`config.mk`:
```
export PLATFORM = sky130hd
export DESIGN_NAME = airlock_sequencer
export DESIGN_NICKNAME = d
export VERILOG_FILES = /design/src/rtl/airlock_pkg.sv /design/src/rtl/airlock_wdog.sv /design/src/rtl/airlock_sequencer.sv
export SDC_FILE = /design/constraint.sdc
export NUM_CORES = 1
export LEC_CHECK = 0
export ABC_AREA = 1
export CORE_ASPECT_RATIO = 2
export CORE_UTILIZATION = 30
export CTS_CLUSTER_DIAMETER = 150
export DETAILED_ROUTE_END_ITERATION = 7
export PLACE_DENSITY = 0.53
export SLEW_MARGIN = 10
export SYNTH_ARGS = -nofsm -noshare
export SYNTH_HDL_FRONTEND = slang
export SYNTH_SLANG_ARGS = --single-unit
```
`constraint.sdc`:
```
create_clock -name clk -period 2.42 [get_ports clk]
set_input_delay 0.242 -clock clk [delete_from_list [all_inputs] [get_ports clk]]
set_output_delay 0.242 -clock clk [all_outputs]
set_load 0.02 [all_outputs]
```
`src/rtl/airlock_pkg.sv`:
```
// Shared state encoding, output bundle and defaults for the airlock sequencer.
package airlock_pkg;

   localparam int STATE_W       = 3;
   localparam int WD_CYCLES_DEF = 64;
   localparam int WD_W_DEF      = 16;

   typedef enum logic [STATE_W-1:0] {
      ST_IDLE  = 3'd0,
      ST_EMPTY = 3'd1,
      ST_OUTER = 3'd2,
      ST_FILL  = 3'd3,
      ST_INNER = 3'd4,
      ST_FAULT = 3'd7
   } state_t;

   typedef struct packed {
      logic pump_in;
      logic pump_out;
      logic inner_open;
      logic outer_open;
      logic busy;
      logic fault;
   } out_t;

   localparam out_t OUT_NONE = out_t'(6'b000000);

   // Phases that run the shared timer and are guarded by the watchdog.
   function automatic logic is_timed(input state_t s);
      logic r;
      case (s)
         ST_EMPTY, ST_OUTER, ST_FILL, ST_INNER: r = 1'b1;
         default:                               r = 1'b0;
      endcase
      return r;
   endfunction

endpackage

```
`src/rtl/airlock_wdog.sv`:
```
// Per-phase watchdog: counts cycles spent in a timed phase and flags the
// cycle in which the limit is reached.
module airlock_wdog
   import airlock_pkg::*;
#(
   parameter int WD_CYCLES = WD_CYCLES_DEF,
   parameter int WD_W      = WD_W_DEF
) (
   input  logic            clk,
   input  logic            reset,
   input  logic            clear,
   input  logic            enable,
   output logic [WD_W-1:0] count,
   output logic            expired
);

   // count holds (cycles already spent in the phase); the WD_CYCLES-th cycle reads LAST
   localparam logic [WD_W-1:0] LAST = WD_W'(WD_CYCLES - 1);
   localparam logic [WD_W-1:0] ONE  = {{(WD_W-1){1'b0}}, 1'b1};
   localparam logic [WD_W-1:0] ZERO = {WD_W{1'b0}};

   logic [WD_W-1:0] count_r;

   // Phase cycle counter, saturating so it can never wrap back under the limit.
   always_ff @(posedge clk) begin
      if (reset) begin
         count_r <= ZERO;
      end else if (clear) begin
         count_r <= ZERO;
      end else if (enable && (count_r < LAST)) begin
         count_r <= count_r + ONE;
      end else begin
         count_r <= count_r;
      end
   end

   assign count   = count_r;
   assign expired = (count_r >= LAST);

endmodule

```
`src/rtl/airlock_sequencer.sv`:
```
// Two-door airlock controller: sequences pumps and door enables through
// timer-paced phases, trapping into FAULT if the timer never completes.
module airlock_sequencer
   import airlock_pkg::*;
#(
   parameter int WD_CYCLES = WD_CYCLES_DEF,
   parameter int WD_W      = WD_W_DEF
) (
   input  logic               clk,
   input  logic               reset,
   input  logic               arrive,
   input  logic               depart,
   input  logic               t_done,
   output logic               t_start,
   output logic               pump_in,
   output logic               pump_out,
   output logic               inner_open,
   output logic               outer_open,
   output logic               busy,
   output logic               fault,
   output logic [STATE_W-1:0] state
);

   localparam logic [WD_W-1:0] WD_LAST = WD_W'(WD_CYCLES - 1);

   state_t          state_r;
   state_t          state_next_s;
   logic            dir_r;
   logic            dir_next_s;
   logic            armed_r;
   logic            armed_next_s;
   logic            t_start_r;
   logic            t_start_next_s;
   out_t            out_r;
   out_t            out_next_s;
   logic            phase_done_s;
   logic            wd_clear_s;
   logic            wd_enable_s;
   logic            wd_expired_s;
   logic            wd_trip_s;
   logic [WD_W-1:0] wd_count_s;

   airlock_wdog #(
      .WD_CYCLES (WD_CYCLES),
      .WD_W      (WD_W)
   ) u_wdog (
      .clk     (clk),
      .reset   (reset),
      .clear   (wd_clear_s),
      .enable  (wd_enable_s),
      .count   (wd_count_s),
      .expired (wd_expired_s)
   );

   assign wd_clear_s   = (state_next_s != state_r);
   assign wd_enable_s  = is_timed(state_r);
   // A counter found beyond the limit is treated as expired too, not just the exact match.
   assign wd_trip_s    = wd_expired_s || (wd_count_s > WD_LAST);
   // t_done is stale during the first cycle of a phase, so only an armed phase may advance.
   assign phase_done_s = armed_r && t_done;

   // State register with the direction and armed flags that travel with it.
   always_ff @(posedge clk) begin
      if (reset) begin
         state_r <= ST_IDLE;
         dir_r   <= 1'b0;
         armed_r <= 1'b0;
      end else begin
         state_r <= state_next_s;
         dir_r   <= dir_next_s;
         armed_r <= armed_next_s;
      end
   end

   // Next-state logic; a completed phase takes priority over a watchdog trip.
   always_comb begin
      state_next_s = state_r;
      dir_next_s   = dir_r;
      case (state_r)
         ST_IDLE: begin
            if (depart) begin
               state_next_s = ST_INNER;
               dir_next_s   = 1'b1;
            end else if (arrive) begin
               state_next_s = ST_EMPTY;
               dir_next_s   = 1'b0;
            end else begin
               state_next_s = ST_IDLE;
            end
         end
         ST_EMPTY: begin
            if (phase_done_s)   state_next_s = ST_OUTER;
            else if (wd_trip_s) state_next_s = ST_FAULT;
            else                state_next_s = ST_EMPTY;
         end
         ST_OUTER: begin
            if (phase_done_s)   state_next_s = ST_FILL;
            else if (wd_trip_s) state_next_s = ST_FAULT;
            else                state_next_s = ST_OUTER;
         end
         ST_FILL: begin
            if (phase_done_s)   state_next_s = dir_r ? ST_IDLE : ST_INNER;
            else if (wd_trip_s) state_next_s = ST_FAULT;
            else                state_next_s = ST_FILL;
         end
         ST_INNER: begin
            if (phase_done_s)   state_next_s = dir_r ? ST_EMPTY : ST_IDLE;
            else if (wd_trip_s) state_next_s = ST_FAULT;
            else                state_next_s = ST_INNER;
         end
         ST_FAULT: begin
            state_next_s = ST_FAULT;
         end
         default: begin
            state_next_s = ST_FAULT;
         end
      endcase
   end

   // Output decode of the upcoming state, so registered outputs line up with state.
   always_comb begin
      out_next_s      = OUT_NONE;
      out_next_s.busy = (state_next_s != ST_IDLE);
      t_start_next_s  = is_timed(state_next_s) && (state_next_s != state_r);
      armed_next_s    = is_timed(state_next_s) && (state_next_s == state_r);
      case (state_next_s)
         ST_IDLE:  out_next_s.busy       = 1'b0;
         ST_EMPTY: out_next_s.pump_out   = 1'b1;
         ST_OUTER: out_next_s.outer_open = 1'b1;
         ST_FILL:  out_next_s.pump_in    = 1'b1;
         ST_INNER: out_next_s.inner_open = 1'b1;
         ST_FAULT: out_next_s.fault      = 1'b1;
         default:  out_next_s.fault      = 1'b1;
      endcase
   end

   // Output registers.
   always_ff @(posedge clk) begin
      if (reset) begin
         out_r     <= OUT_NONE;
         t_start_r <= 1'b0;
      end else begin
         out_r     <= out_next_s;
         t_start_r <= t_start_next_s;
      end
   end

   assign t_start    = t_start_r;
   assign pump_in    = out_r.pump_in;
   assign pump_out   = out_r.pump_out;
   assign inner_open = out_r.inner_open;
   assign outer_open = out_r.outer_open;
   assign busy       = out_r.busy;
   assign fault      = out_r.fault;
   assign state      = state_r;

endmodule
```
==> flow_metrics.py <==
metrics = {
    "run_status": {
        "outcome": "finished clean",
    },
    "detailed_routing": {
        "wl_per_cell_um": 11.5,
        "detailroute.via_count": 1029,
        "initialDrtViolationCount": 16,
        "finalWirelength_um": 2710,
        "viasPerCell": 4.36,
        "drc": 0,
        "ant_nets": 0,
        "first_pass_iters": 4,
    },
    "layout": {
        "largest_register_ffs": 16,
        "fill_cells": 474,
        "n_antenna_cell": 0,
        "drive_gt1_share_pct": 17.6,
        "fin_nets": 189,
        "syn_to_final_growth_pct": 17.3,
    },
    "synthesis": {
        "async_flop_share_pct": 0,
        "synth.net_count": 171,
        "synthCells": 165,
        "ys_ff_latch": 28,
        "netlist_area_sq_um": 1360,
        "yosys-top-cells-area": "dfxtp_1 41%, nor2_4 9.1%, inv_1 7.5%, nand2_1 7.5%, nor2_1 6.4%",
        "postSynthAreaPerCell_sq_um": 8.22,
        "synthTopCellsByCount": "28 x dfxtp_1, 27 x inv_1, 27 x nand2_1, 23 x nor2_1, 12 x nand3_1",
        "synth_edf_count": 0,
        "synth_top_area_share_pct": 41.3,
        "post-synth-top-count-cell": "dfxtp_1",
        "synth_top_flop_cell": "dfxtp_1",
        "yosys.area.top_type": "dfxtp_1",
        "ys.warnings.count": 0,
        "yosysSeqAreaShare_pct": 41.3,
        "ys_types": 28,
    },
    "clocking": {
        "insertion_delay_ns": 0.27,
        "clk_pin_slew_ns": 0.09,
        "cts_setup_buffers": 0,
        "cts_tree": "yes",
        "postCtsHoldBufs": 0,
        "htreeDepth": 1,
        "clkSinkCount": 28,
        "cts.repair.resized": 0,
        "root_buffer": "clkbuf_8",
        "cts_buffers": 3,
        "clockBufferDepth": 2,
    },
    "pwr": {
        "leakage_nw": 0.638,
        "vdd_drop_max_mv": 0.854,
        "powerDensity_nw_per_um2": 1220,
    },
    "sta": {
        "finalSetupViolCount": 0,
        "max_clock_freq_mhz": 488,
        "worst_slack_ns": 0.369,
        "finClkSkew_ns": 0.00338,
        "relSlewSlack_pct": 73.3,
        "hold_viol": 0,
        "period_share_pct": 84.8,
        "rsz0062_at_grt": "no",
        "maxSlewViolCount": 0,
        "period_needed_ns": 2.05,
        "tightestPinTransition_ns": 0.401,
        "fin_tns_setup_ns": 0,
    },
    "floorplanning": {
        "die_area_sq_um": 4810,
        "start_util_pct": 31.3,
        "die_height_um": 97.1,
        "die_w_um": 49.5,
        "coreArea_sq_um": 4340,
        "rows": 34,
        "ios": 15,
    },
    "place": {
        "portBuffers": 14,
        "globalplace.congestion": 0.867,
        "place_ws_ns": 0.0874,
        "hpwl_um": 2160,
    },
    "grt": {
        "grt_max_degree": 17,
        "grt_pass1_wl_um": 4730,
        "grtUsageTotal_pct": 12.9,
        "antenna_found_initial": 0,
        "grt_pass1_vias": 1060,
        "grt-ovfl-total": 0,
    },
    "worst_setup_path": {
        "worstSetupEndpointType": "flop",
        "crit_arrival_ns": 2.26,
        "crit_chain": "inv_2 -> nand2_2 -> nor2_2 -> nand2_1 -> nand4_2 -> a21oi_4 -> nor2_2 -> nor2_4 -> nand3_4 -> nor2_1",
        "cpMostUsedCell": "nor2_2",
        "critPathMaxStageDelay_ns": 0.54,
        "cp_slowest_cell": "dfxtp_1",
        "path_buf_inv": 1,
        "critical_path_class": "flop to flop",
        "cp-start-kind": "flop",
        "path_delay_family": "simple AND/OR/NAND/NOR gates",
        "cp.required_ns": 2.62,
        "path_max_fanout": 16,
    },
    "flow_run": {
        "drv_cap": 0,
    },
    "worst_hold_path": {
        "hp-class": "flop to flop",
    },
}
per-stage QoR:
stage,area [sq um],hold WS (ns),util [%],total power [mW],instances
finish,1590,0.441,36.6,1.94,236
global route,1590,0.481,36.6,2.10,236
CTS,1590,0.447,36.6,1.97,236
detailed placement,1520,0.432,35.0,1.60,232
global placement,1520,0.430,35.0,1.60,232
floorplan,1360,0.403,-,1.35,165
layer usage:
| metal | GRT usage, % | up-vias | share of wire, % |
|---|---|---|---|
| met5 | 0 | - | 0 |
| li1 | - | 537 | - |
| met2 | 24.8 | 12 | 59 |
| met3 | 1.56 | 6 | 1.7 |
| met1 | 12.6 | 474 | 36 |
| met4 | 6.81 | 0 | 3.0 |
worst register-to-register path, cell delays in order (launching register included):
cell and delay, ns:
dfxtp_1 0.54, inv_2 0.12, nand2_2 0.11, nor2_2 0.05, nand2_1 0.08, nand4_2 0.14
a21oi_4 0.25, nor2_2 0.08, nor2_4 0.14, nand3_4 0.31, nor2_1 0.18
worst paths after layout:
path | start | to | slack [ns] | cells past startpoint
max | state[2]$_SDFF_PP0_ | u_wdog.count[3]$_SDFFE_PP0P_ | 0.37 | 10
min | u_wdog.count[13]$_SDFFE_PP0P_ | u_wdog.count[13]$_SDFFE_PP0P_ | 0.44 | 2
max reg2reg | state[2]$_SDFF_PP0_ | u_wdog.count[3]$_SDFFE_PP0P_ | 0.37 | 10
min reg2reg | u_wdog.count[13]$_SDFFE_PP0P_ | u_wdog.count[13]$_SDFFE_PP0P_ | 0.44 | 2
power by group:
group / total (mW) / switching, mW / internal [mW] / leakage [nW]
Sequential: 0.613 / 0.0657 / 0.547 / 0.228
Combinational: 0.960 / 0.625 / 0.335 / 0.374
Clock: 0.365 / 0.143 / 0.221 / 0.0357
Total: 1.94 / 0.834 / 1.10 / 0.638
cells in the final DEF, fill, tap and decap left out:
cell type        Yosys  routed
nor2b_1              1       1
nor3_2               1       1
nor3_1               3       3
nor2_4              11      11
dfxtp_1             28      28
nand3b_1             1       1
clkdlybuf4s50_1      0      14
inv_1               27      27
a31oi_1              1       1
nand3_4              1       1
bufinv_16            0       1
o21ai_4              1       1
nand3_2              1       1
clkbuf_8             0       3
nand4_1              3       3
xor2_1               3       3
inv_2                3       3
ha_1                 1       1
nand4_2              1       1
xnor2_1              2       2
a21oi_4              1       1
buf_4                0       1
a21oi_1              1       1
a22oi_1              1       1
nand2_1             27      27
o21ai_0              2       2
nand2_2              3       3
nor2_1              23      23
nor2_2               4       4
nand3_1             12      12
cell families after synthesis:
logic type / synth area share [%]
buf+inv: 12.2
fa+ha+maj: 0.922
flops: 41.3
compound gates: 4.52
xor+xnor: 3.23
simple gates: 37.8
layout make-up:
type | instances | area [sq um] | share of cell area [%]
multi-input combinational | 105 | 631 | 39.7
timing repair buffer | 15 | 148 | 9.28
clock inverter | 1 | 30.0 | 1.89
tap | 54 | 67.6 | 4.25
sequential | 28 | 561 | 35.2
inverter | 30 | 113 | 7.08
clock buffer | 3 | 41.3 | 2.60
Power figures use the tool's default switching activity.
